--- src/rtl/mem_bus_arbiter.sv ---
`default_nettype none
// ============================================================================
// Module   : mem_bus_arbiter
// Purpose  : Shares one sram-like bus between the IF and MEM ports. Runs one
//            transaction at a time, favours data, and round-robins on contention.
// Revision : 1.0 - initial release
// ============================================================================
module mem_bus_arbiter #(
    parameter int ADDR_W = 32,
    parameter int DATA_W = 32
) (
    input  logic                clk,
    input  logic                resetn,
    // instruction-fetch port
    input  logic                inst_req,
    input  logic [ADDR_W-1:0]   inst_addr,
    output logic                inst_addr_ok,
    output logic                inst_data_ok,
    output logic [DATA_W-1:0]   inst_rdata,
    // data port
    input  logic                data_req,
    input  logic                data_wr,
    input  logic [ADDR_W-1:0]   data_addr,
    input  logic [DATA_W/8-1:0] data_wstrb,
    input  logic [DATA_W-1:0]   data_wdata,
    output logic                data_addr_ok,
    output logic                data_data_ok,
    output logic [DATA_W-1:0]   data_rdata,
    // downstream bus
    output logic                bus_req,
    output logic                bus_wr,
    output logic [ADDR_W-1:0]   bus_addr,
    output logic [DATA_W/8-1:0] bus_wstrb,
    output logic [DATA_W-1:0]   bus_wdata,
    input  logic                bus_addr_ok,
    input  logic                bus_data_ok,
    input  logic [DATA_W-1:0]   bus_rdata,
    // pipeline stall requests
    output logic                stallreq_inst,
    output logic                stallreq_data
);

    localparam logic [1:0] c_ST_IDLE = 2'd0;
    localparam logic [1:0] c_ST_ADDR = 2'd1;
    localparam logic [1:0] c_ST_DATA = 2'd2;

    logic [1:0]          r_state;
    logic [1:0]          w_state_nxt;
    logic                r_owner;        // 0 = inst, 1 = data
    logic                r_last_owner;
    logic                r_wr;
    logic [ADDR_W-1:0]   r_addr;
    logic [DATA_W/8-1:0] r_wstrb;
    logic [DATA_W-1:0]   r_wdata;

    logic                w_grant;
    logic                w_grant_data;
    logic                w_addr_acc;
    logic                w_data_done;

    always_ff @(posedge clk) begin
        if (!resetn) begin
            r_state      <= c_ST_IDLE;
            r_owner      <= 1'b0;
            r_last_owner <= 1'b0;
            r_wr         <= 1'b0;
            r_addr       <= '0;
            r_wstrb      <= '0;
            r_wdata      <= '0;
        end else begin
            r_state <= w_state_nxt;
            if (w_grant) begin
                r_owner <= w_grant_data;
                r_wr    <= w_grant_data & data_wr;
                r_addr  <= w_grant_data ? data_addr  : inst_addr;
                r_wstrb <= w_grant_data ? data_wstrb : '0;
                r_wdata <= w_grant_data ? data_wdata : '0;
            end
            if (w_addr_acc) begin
                r_last_owner <= r_owner;
            end
        end
    end

    // Grant is only evaluated in IDLE, so a completion never overlaps a new grant.
    always_comb begin
        w_state_nxt  = r_state;
        w_grant      = 1'b0;
        w_grant_data = 1'b0;
        w_addr_acc   = 1'b0;
        w_data_done  = 1'b0;
        case (r_state)
            c_ST_IDLE: begin
                if (inst_req || data_req) begin
                    w_grant      = 1'b1;
                    w_grant_data = data_req & (~inst_req | ~r_last_owner);
                    w_state_nxt  = c_ST_ADDR;
                end
            end
            c_ST_ADDR: begin
                if (bus_addr_ok) begin
                    w_addr_acc  = 1'b1;
                    w_state_nxt = c_ST_DATA;
                end
            end
            c_ST_DATA: begin
                if (bus_data_ok) begin
                    w_data_done = 1'b1;
                    w_state_nxt = c_ST_IDLE;
                end
            end
            default: begin
                w_state_nxt = c_ST_IDLE;
            end
        endcase
    end

    // Outputs are forced low while resetn is asserted, even before the first edge.
    assign bus_req   = resetn & (r_state == c_ST_ADDR);
    assign bus_wr    = resetn & r_wr;
    assign bus_addr  = resetn ? r_addr  : '0;
    assign bus_wstrb = resetn ? r_wstrb : '0;
    assign bus_wdata = resetn ? r_wdata : '0;

    assign inst_addr_ok = resetn & w_addr_acc  & ~r_owner;
    assign data_addr_ok = resetn & w_addr_acc  &  r_owner;
    assign inst_data_ok = resetn & w_data_done & ~r_owner;
    assign data_data_ok = resetn & w_data_done &  r_owner;
    assign inst_rdata   = inst_data_ok ? bus_rdata : '0;
    assign data_rdata   = data_data_ok ? bus_rdata : '0;

    assign stallreq_inst = resetn & ((inst_req & ~inst_addr_ok) |
                           (~r_owner & (r_state == c_ST_DATA) & ~bus_data_ok));
    assign stallreq_data = resetn & ((data_req & ~data_addr_ok) |
                           ( r_owner & (r_state == c_ST_DATA) & ~bus_data_ok));

endmodule
`default_nettype wire

--- config.mk ---
export PLATFORM = sky130hd
export DESIGN_NAME = mem_bus_arbiter
export DESIGN_NICKNAME = d
export VERILOG_FILES = /design/src/rtl/mem_bus_arbiter.sv
export SDC_FILE = /design/constraint.sdc
export NUM_CORES = 1
export LEC_CHECK = 0
export CAP_MARGIN = 20
export CORE_MARGIN = 8
export CORE_UTILIZATION = 37
export DETAILED_ROUTE_END_ITERATION = 12
export PLACE_DENSITY = 0.86
export SLEW_MARGIN = 20
export SYNTH_ARGS = -nofsm -noshare
export SYNTH_HDL_FRONTEND = slang
export SYNTH_SLANG_ARGS = --single-unit
--- constraint.sdc ---
create_clock -name clk -period 2.25 [get_ports clk]
set_clock_uncertainty 0.2 [all_clocks]
set_input_delay 0.45 -clock clk [delete_from_list [all_inputs] [get_ports clk]]
set_output_delay 0.45 -clock clk [all_outputs]
set_load 0.01 [all_outputs]
==> out/results.tsv, run 1 <==
stage	metric	value	unit
timing	tightest_slew	0.708	ns
cells_and_area	drive_gt1_share	19.6	%
floorplanning	initial_core_util	37.7	%
power_and_ir_drop	vdd_drop_max	0.359	mV
power_and_ir_drop	p_sw	0.00108	W
logic_synthesis	syn_inst	534	
worst_setup_path	startpoint_type	flip-flop	
logic_synthesis	synth_edf_count	0	
cells_and_area	layout.nets	944	
clock_network	cts_root_buffer	clkbuf_16	
worst_setup_path	cpPeakStageDelay	0.33	ns
timing	fin_hold_ws	0.274	ns
worst_setup_path	crit_path_frequent_cell	buf_6	
global_route	grt_max_degree	71	
cells_and_area	final_cell_mix	clkdlybuf4s50_1 (135), and2_1 (115), dfxtp_1 (71)	
clock_network	hold_buffers	0	
clock_network	cts_buffer_depth	2	
logic_synthesis	syn_nets	673	
drt	wirelength	19.3	mm
drt	drc	0	
drt	ant_nets	0	
worst_setup_path	r2r_cells	5	
clock_network	htree_levels	3	
floorplanning	rows	39	
clock_network	path_clk_slew	0.06	ns
worst_setup_path	critical_path_arrival	1.59	ns
floorplanning	dieArea	0.0153	mm2
logic_synthesis	muxShareOfSynthArea	0.233	%
logic_synthesis	synth-simple-area-share	30.8	%
power_and_ir_drop	p_leak	3.89	nW
clock_network	cts_tree	yes	
timing	min_period	2.24	ns
floorplanning	die_y	124	um
logic_synthesis	synth-compound-area-share	28.3	%
floorplanning	die_x	124	um
drt	drt_iter0_markers	318	
logic_synthesis	ys_async_sr_fraction	0	%
floorplanning	ioPinCount	279	
worst_setup_path	rr_startpoint	r_state[1]	
logic_synthesis	synth_xor_area_share	0	%
logic_synthesis	yosysWarnings	0	
worst_setup_path	r2r_slack	0.27	ns
global_route	first_global_vias	5179	
floorplanning	coreArea	0.0114	mm2
worst_setup_path	critPathCaptureType	output port	
timing	slew_violations	0	
cells_and_area	layout_commonest_cell	clkdlybuf4s50_1	
worst_setup_path	cp-endpoint	inst_rdata[15]	
timing	slew_headroom	52.8	%
clock_network	insertion_delay	0.33	ns
logic_synthesis	ys_types	27	
status	status	completed	
timing	rsz0062_at_grt	true	
power_and_ir_drop	seq_power_share	35.5	%
worst_setup_path	critPathKind	flip-flop to output port	
drt	vias_per_cell	5.45	
cells_and_area	syn2layout_area_growth	79.8	%
global_route	grt_pass1_wl	28.0	mm
worst_setup_path	required	1.60	ns
clock_network	cts-buffers-inserted	9	
global_route	antenna_found_initial	2	
placed_design	dpl_cell_area	0.00727	mm2
placed_design	port_buffers	278	
timing	period_share	99.6	%
timing	finalHoldViolCount	0	
global_route	overflow	0	
run	max_cap_viol_count	0	
power_and_ir_drop	pwr-share-clk	38.1	%
logic_synthesis	synth_top_family_by_area	simple AND/OR/NAND/NOR gates	
cells_and_area	final_cells	955	
drt	dr_total_vias	5200	
timing	finalSetupViolations	0	
worst_setup_path	cpMaxStageDelayCell	dfxtp_2	
power_and_ir_drop	netSwitchingFraction	26.3	%
placed_design	gp_congestion	0.995	
power_and_ir_drop	power_density	533	mW/mm2
drt	first_pass_iters	5	
cells_and_area	design_area	0.00771	mm2
logic_synthesis	synth-seq-area-share	34.1	%
global_route	grt_usage	23.2	%
hold_path	worstHoldStart	r_wdata[10]	
logic_synthesis	syn_area	0.00429	mm2
placed_design	hpwlAfterDp	13.9	mm
clock_network	cts_sinks	73	
drt	wl_per_cell	20.2	um
worst_setup_path	crit_fanout	5	
logic_synthesis	syn_avg_cell_area	8.03	um2
worst_setup_path	r2r_end	r_addr[11]	
logic_synthesis	synth-seq-cells	73	
worst_setup_path	cp-startpoint	r_state[0]	
hold_path	min_path_type	flip-flop to flip-flop	
timing	clock.fmax	0.446	GHz
power_and_ir_drop	power.internal	0.00303	W
logic_synthesis	yosys.area_share.adder	0	%
logic_synthesis	synth_ff_type	dfxtp_1	
placed_design	dp_cells	921	
power_and_ir_drop	combPwrFrac	26.3	%
worst_setup_path	worstPathCellList	nor2b_4 > and4_4 > buf_6 > buf_6 > buf_6 > and2_4 > buf_6	
[state kept, by name, indices dropped and copies added (netlist names)]
signal	flops
r_addr	32
r_wdata	32
r_wstrb	4
r_state	2
r_last_owner	1
r_owner	1
r_wr	1
[stage by stage]
stage	util (%)	setup WS (ns)	TNS, ns	power, W
2_1_floorplan	-	0.250	0	0.00200
3_3_place_gp	63.9	-0.442	-43.85	0.00254
3_5_place_dp	63.9	-0.453	-46.19	0.00257
4_1_cts	65.7	-0.0860	-0.219	0.00414
5_1_grt	67.8	-0.0376	-0.148	0.00429
6_report	67.8	0.00908	0	0.00411
[worst max-delay path: cells and delay by family, from the launching register on]
family                 cells  cell delay, ns
buffers and inverters      4            0.41
flip-flops                 1            0.33
AND/OR/NAND/NOR            3            0.52
[layout make-up]
type | count | area (um2)
diodes | 2 | 5.00
clock buffers | 11 | 253
clock inverters | 5 | 77.6
fillers | 883 | 3660
inverters | 2 | 7.51
multi-input cells | 397 | 2630
flip-flops and latches | 73 | 1460
well taps | 143 | 179
repair buffers | 322 | 3100
[cells in the mapped netlist (2+ instances only)]
cell	instances	share of area, %
and2_1	133	19
dfxtp_1	73	34
clkbuf_1	49	4.3
a21oi_1	38	4.4
o21ai_0	38	4.4
nand3_1	37	4.3
a21boi_0	32	5.6
and3_1	32	4.7
o21bai_1	32	5.6
o311a_1	32	7.5
buf_2	5	0.58
buf_6	5	1.3
nand2_1	4	0.35
nor2_1	4	0.35
buf_1	3	0.26
and4_1	2	0.41
inv_1	2	0.18
nand3b_1	2	0.35
o22ai_1	2	0.29
or2_1	2	0.29
[power groups by stage]
stage          Sequential [W]  Combinational (W)  Clock, W
2_1_floorplan         0.00147           0.000532         0
3_3_place_gp          0.00148            0.00106         0
3_5_place_dp          0.00148            0.00109         0
4_1_cts               0.00146            0.00108   0.00160
5_1_grt               0.00147            0.00117   0.00165
6_report              0.00146            0.00108   0.00157
[how the worst min path moves through the flow]
stage                  endpoint  slack (ns)  cells past startpoint
floorplan            r_wdata[0]        0.25                      2
finish              r_wdata[10]        0.27                      2
detailed placement  r_wdata[17]        0.27                      2
global route        r_wdata[12]        0.29                      2
global placement     r_wdata[6]        0.26                      2
CTS                 r_wdata[17]        0.27                      2
[metal layers]
| metal | wire, um | GRT usage, % | vias to the layer above | share of wire, % |
|---|---|---|---|---|
| li1 | - | - | 2428 | - |
| met1 | 6640 | 23.2 | 2487 | 34 |
| met2 | 10100 | 42.8 | 237 | 52 |
| met3 | 1770 | 6.35 | 48 | 9.2 |
| met4 | 809 | 12.6 | 0 | 4.2 |
| met5 | 0 | 0 | - | 0 |
[what timing repair did]
| action | 4_1_cts | 5_1_grt |
|---|---|---|
| pin swaps | 5 | 8 |
| setup buffers | 9 | 2 |
| gates cloned | 5 | 1 |
| gates resized for setup | 343 | 70 |
| endpoints found under the setup margin | 138 | 85 |
[cells by family (layout without fill, tap and decap cells)]
kind of cell,after synthesis,after routing
flops,73,73
buf+inv,64,340
simple gates,220,220
mux,1,1
other cells,0,2
compound gates,176,176
No activity file was read; power rests on OpenSTA's default activity.
==> run 2: changes to the inputs <==
==> constraint.sdc (replaced) <==
create_clock -name clk -period 2.25 [get_ports clk]
set_clock_uncertainty 0.2 [all_clocks]
set_input_delay 0.225 -clock clk [delete_from_list [all_inputs] [get_ports clk]]
set_output_delay 0.225 -clock clk [all_outputs]
set_load 0.01 [all_outputs]
==> out/results.tsv, run 2 (synthesis gave the netlist of run 1 again) <==
stage	metric	value	unit
global_route	first_global_vias	5038	
worst_setup_path	cpPeakStageDelay	0.59	ns
floorplanning	die_y	124	um
worst_setup_path	cp-endpoint	stallreq_data	
global_route	overflow	0	
timing	min_period	2.24	ns
drt	wirelength	17.9	mm
placed_design	gp_congestion	1.00	
global_route	grt_usage	21.6	%
timing	fin_hold_ws	0.131	ns
timing	finalHoldViolCount	0	
cells_and_area	layout_commonest_cell	clkdlybuf4s50_1	
cells_and_area	drive_gt1_share	5.48	%
global_route	antenna_found_initial	0	
worst_setup_path	worstPathCellList	nor2b_2 > buf_4 > nand3b_1 > o22ai_1 > clkdlybuf4s50_1	
worst_setup_path	r2r_cells	5	
clock_network	path_clk_slew	0.06	ns
placed_design	dpl_cell_area	0.00716	mm2
worst_setup_path	critPathCaptureType	output port	
cells_and_area	syn2layout_area_growth	74.0	%
cells_and_area	design_area	0.00747	mm2
worst_setup_path	crit_fanout	3	
drt	first_pass_iters	4	
floorplanning	rows	39	
drt	wl_per_cell	19.3	um
placed_design	post-place-ws	-0.0572	ns
hold_path	min_path_type	primary input to flip-flop	
cells_and_area	postLayoutCoreUtil	65.7	%
cells_and_area	fillers	920	
drt	vias_per_cell	5.34	
drt	drc	0	
clock_network	cts_buffer_depth	2	
clock_network	htree_levels	3	
placed_design	hpwlAfterDp	13.3	mm
timing	slew_headroom	52.8	%
worst_setup_path	r2r_slack	0.30	ns
clock_network	cts-buffers-inserted	9	
clock_network	cts_sinks	73	
worst_setup_path	startpoint_type	flip-flop	
drt	ant_nets	0	
timing	finalSetupViolations	0	
clock_network	hold_buffers	0	
power_and_ir_drop	vdd_drop_max	0.341	mV
power_and_ir_drop	power_density	519	mW/mm2
floorplanning	die_x	124	um
placed_design	port_buffers	278	
worst_setup_path	cp-startpoint	r_state[0]	
cells_and_area	final_cell_mix	clkdlybuf4s50_1 (208), and2_1 (133), dfxtp_1 (72)	
floorplanning	ioPinCount	279	
cells_and_area	final_cells	927	
global_route	grt_max_degree	81	
timing	setup_ws	0.00525	ns
drt	dr_total_vias	4946	
worst_setup_path	r2r_end	r_addr[3]	
worst_setup_path	rr_startpoint	r_state[1]	
timing	tightest_slew	0.708	ns
floorplanning	initial_core_util	37.7	%
global_route	grt_pass1_wl	26.2	mm
cells_and_area	layout.nets	919	
run	max_cap_viol_count	0	
timing	clock.fmax	0.445	GHz
cells_and_area	top_regs	r_addr: 32 flops, r_wdata: 32 flops, r_wstrb: 4 flops	
clock_network	cts_tree	yes	
floorplanning	dieArea	0.0153	mm2
clock_network	insertion_delay	0.33	ns
cells_and_area	antenna-diode-count	0	
status	status	completed	
drt	drt_iter0_markers	282	
placed_design	dp_cells	910	
timing	slew_violations	0	
worst_setup_path	required	1.82	ns
timing	rsz0062_at_grt	true	
power_and_ir_drop	p_leak	3.45	nW
floorplanning	coreArea	0.0114	mm2
clock_network	cts_root_buffer	clkbuf_16	
worst_setup_path	cpMaxStageDelayCell	clkdlybuf4s50_1	
timing	period_share	99.8	%
worst_setup_path	critPathKind	flip-flop to output port	
worst_setup_path	critical_path_arrival	1.82	ns
[run 2: changes by cell type in the layout (fill, tap and decap cells not counted), sizes merged, moves of 2 or more]
cell	before	now
dlygate4sd2	54	52
clkdlybuf4s50	135	208
diode	2	0
dlymetal6s2s	18	13
buf	109	20
bufinv	2	0
[run 2: metrics by stage]
stage / power (W) / setup TNS, ns
floorplan: 0.00200 / 0
global placement: 0.00251 / -0.0288
detailed placement: 0.00254 / -0.618
CTS: 0.00391 / -0.704
global route: 0.00405 / -0.0814
finish: 0.00387 / 0
[run 2: how the worst min path moves through the flow]
stage                           start     endpoint  slack, ns  cells past startpoint
after floorplan           bus_addr_ok   r_state[0]       0.14                      1
after global placement     r_wdata[5]   r_wdata[5]       0.26                      2
after detailed placement   r_wdata[2]   r_wdata[2]       0.26                      2
after CTS                    data_req      r_owner       0.11                      3
after global routing         data_req  r_wdata[17]       0.16                      3
final                        data_req      r_owner       0.13                      3
[run 2: routing by layer]
layer / wire [um] / track usage, % / up-vias
li1: - / - / 2373
met1: 6430 / 21.4 / 2312
met2: 9030 / 39.1 / 213
met3: 1640 / 6.66 / 48
met4: 816 / 12.9 / 0
met5: 0 / 0 / -
[run 2: layout make-up]
class	count	area [um2]	area share, %
flip-flops and latches	73	1460	19.6
clock buffers	13	270	3.62
inverters	2	7.51	0.101
multi-input cells	397	2570	34.4
repair buffers	297	2970	39.7
well taps	143	179	2.40
clock inverters	2	12.5	0.168
[run 2: power breakdown]
| part | leakage [nW] | internal (W) | total (W) | switching (W) |
|---|---|---|---|---|
| registers | 0.602 | 0.00141 | 0.00146 | 0.0000513 |
| clock network | 0.138 | 0.000829 | 0.00136 | 0.000528 |
| logic | 2.72 | 0.000584 | 0.00106 | 0.000472 |
[run 2: worst max-delay path: cells and delay by family (launching register included)]
kind,cells,cell delay (ns)
buffers and inverters,2,0.72
AOI/OAI and AO/OA,1,0.18
and+or+nand+nor,2,0.28
DFF,1,0.31
[run 2: repair_timing]
action,CTS,global route
pin swaps,2,1
setup buffers,0,1
resized for setup,62,17
setup endpoints to repair,68,13
cloned,1,0
==> run 3: changes to the inputs <==
--- a/config.mk
+++ b/config.mk
@@ -6,10 +6,12 @@
 export NUM_CORES = 1
 export LEC_CHECK = 0
 export CAP_MARGIN = 20
-export CORE_MARGIN = 8
-export CORE_UTILIZATION = 37
+export CORE_AREA = 2 2 107 109
 export DETAILED_ROUTE_END_ITERATION = 12
-export PLACE_DENSITY = 0.86
+export DIE_AREA = 0 0 109 111
+export DONT_BUFFER_PORTS = 1
+export PLACE_DENSITY = 0.58
+export SETUP_SLACK_MARGIN = 0.5
 export SLEW_MARGIN = 20
 export SYNTH_ARGS = -nofsm -noshare
 export SYNTH_HDL_FRONTEND = slang
==> out/results.tsv, run 3 (synthesis gave the netlist of run 1 again) <==
stage	metric	value	unit
status	status	finished with violations	
status	violations	hold timing	
worst_setup_path	critPathKind	flip-flop to output port	
cells_and_area	layout_commonest_cell	and2_1	
worst_setup_path	critPathCaptureType	output port	
global_route	grt_pass1_wl	22.4	mm
drt	drt_iter0_markers	293	
floorplanning	initial_core_util	38.7	%
cells_and_area	top_regs	r_addr: 32 flops, r_wdata: 32 flops, r_wstrb: 4 flops	
power_and_ir_drop	power_density	669	mW/mm2
worst_setup_path	critical_path_arrival	1.48	ns
clock_network	cts_tree	yes	
timing	rsz0062_at_grt	true	
cells_and_area	syn2layout_area_growth	36.4	%
power_and_ir_drop	combPwrFrac	23.7	%
floorplanning	rows	39	
timing	fin_hold_ws	-0.0472	ns
clock_network	htree_levels	3	
global_route	antenna_found_initial	1	
global_route	first_global_vias	4023	
drt	wirelength	16.5	mm
worst_setup_path	startpoint_type	flip-flop	
drt	dr_total_vias	4275	
clock_network	cts-buffers-inserted	9	
timing	clock.fmax	0.525	GHz
cells_and_area	drive_gt1_share	21.3	%
power_and_ir_drop	vdd_drop_max	0.453	mV
timing	slew_violations	0	
worst_setup_path	crit_fanout	10	
hold_path	whs_endpoint	r_last_owner	
placed_design	post-place-ws	0.347	ns
timing	setup_ws	0.347	ns
cells_and_area	layout.nets	712	
floorplanning	die_x	109	um
placed_design	gp_congestion	0.740	
cells_and_area	design_area	0.00585	mm2
power_and_ir_drop	power.internal	0.00282	W
worst_setup_path	r2r_cells	6	
global_route	grt_max_degree	75	
power_and_ir_drop	p_sw	0.00110	W
timing	slew_headroom	62.0	%
global_route	overflow	0	
clock_network	cts_buffer_depth	2	
drt	wl_per_cell	22.8	um
timing	min_period	1.90	ns
floorplanning	dieArea	0.0121	mm2
worst_setup_path	rr_startpoint	r_state[0]	
worst_setup_path	required	1.82	ns
worst_setup_path	r2r_slack	0.41	ns
timing	finalHoldViolCount	2	
drt	vias_per_cell	5.92	
worst_setup_path	r2r_end	r_addr[19]	
clock_network	path_clk_slew	0.06	ns
floorplanning	die_y	111	um
drt	first_pass_iters	5	
clock_network	cts_root_buffer	clkbuf_16	
drt	drc	0	
hold_path	min_path_type	primary input to flip-flop	
hold_path	hold_depth	3	
placed_design	dpl_cell_area	0.00431	mm2
placed_design	hpwlAfterDp	9.32	mm
floorplanning	ioPinCount	279	
run	max_cap_viol_count	0	
clock_network	cts_sinks	73	
floorplanning	coreArea	0.0111	mm2
power_and_ir_drop	pwr-share-clk	38.9	%
power_and_ir_drop	p_leak	2.46	nW
drt	ant_nets	0	
timing	period_share	84.6	%
global_route	grt_usage	24.2	%
timing	finalSetupViolations	0	
timing	setup_tns	0	ns
placed_design	port_buffers	0	
cells_and_area	postLayoutCoreUtil	52.8	%
timing	tightest_slew	0.568	ns
hold_path	worstHoldStart	bus_addr_ok	
power_and_ir_drop	seq_power_share	37.5	%
clock_network	insertion_delay	0.32	ns
power_and_ir_drop	netSwitchingFraction	28.0	%
cells_and_area	final_cell_mix	and2_1 (84), dfxtp_1 (70), dlygate4sd3_1 (51)	
-- run 3: changes by cell type in the layout (fill, tap and decap cells not counted), sizes merged, moves of 4 or more --
cell | previous run | this run
dlygate4sd3 | 0 | 51
dlygate4sd2 | 52 | 0
dlymetal6s2s | 13 | 0
buf | 20 | 32
clkdlybuf4s50 | 208 | 0
clkbuf | 13 | 17
-- run 3: final cells by class --
cell class | count | area [um2]
Sequential cell | 73 | 1470
Clock inverter | 6 | 68.8
Tap cell | 143 | 179
Multi-Input combinational cell | 397 | 2740
Fill cell | 1030 | 5230
Timing Repair Buffer | 90 | 1140
Clock buffer | 10 | 250
Inverter | 2 | 7.51
Antenna cell | 1 | 2.50
-- run 3: metrics by stage --
step	instances	total power [W]
finish	722	0.00391
global route	722	0.00408
CTS	704	0.00382
detailed placement	626	0.00208
global placement	626	0.00206
floorplan	534	0.00200
-- run 3: worst max-delay path by stage --
stage	endpoint	slack, ns	start	cells past startpoint
after floorplan	r_addr[10]	0.51	r_state[0]	6
after global placement	r_addr[12]	0.42	r_state[0]	4
after detailed placement	r_addr[11]	0.35	r_state[0]	4
after CTS	inst_rdata[27]	0.35	r_state[0]	4
after global routing	data_rdata[18]	0.29	r_state[0]	4
final	inst_rdata[0]	0.35	r_state[0]	4
-- run 3: layer usage --
layer  wire length, um  vias to the layer above  GRT usage [%]
li1                  -                     1968              -
met1              6600                     2060           29.5
met2              8140                      233           41.0
met3              1490                       14           7.05
met4               241                        0           6.75
met5                 0                        -              0
-- run 3: critical path, stage by stage (launching register included) --
cell     delay (ns)
dfxtp_4        0.36
nor2b_4        0.13
and4_4         0.32
buf_12         0.15
and2_4         0.18
-- run 3: power by group through the flow --
stage	Sequential, W	Clock [W]	Combinational [W]
floorplan	0.00147	0	0.000530
global placement	0.00149	0	0.000570
detailed placement	0.00149	0	0.000583
CTS	0.00147	0.00155	0.000804
global route	0.00148	0.00161	0.000998
finish	0.00147	0.00152	0.000926
-- run 3: timing repair --
action,CTS,global route
hold buffers,53,1
pin swaps,2,40
gates resized for setup,49,64
hold endpoints to repair,73,2
cloned,4,10
setup buffers,5,7
endpoints found under the setup margin,130,118
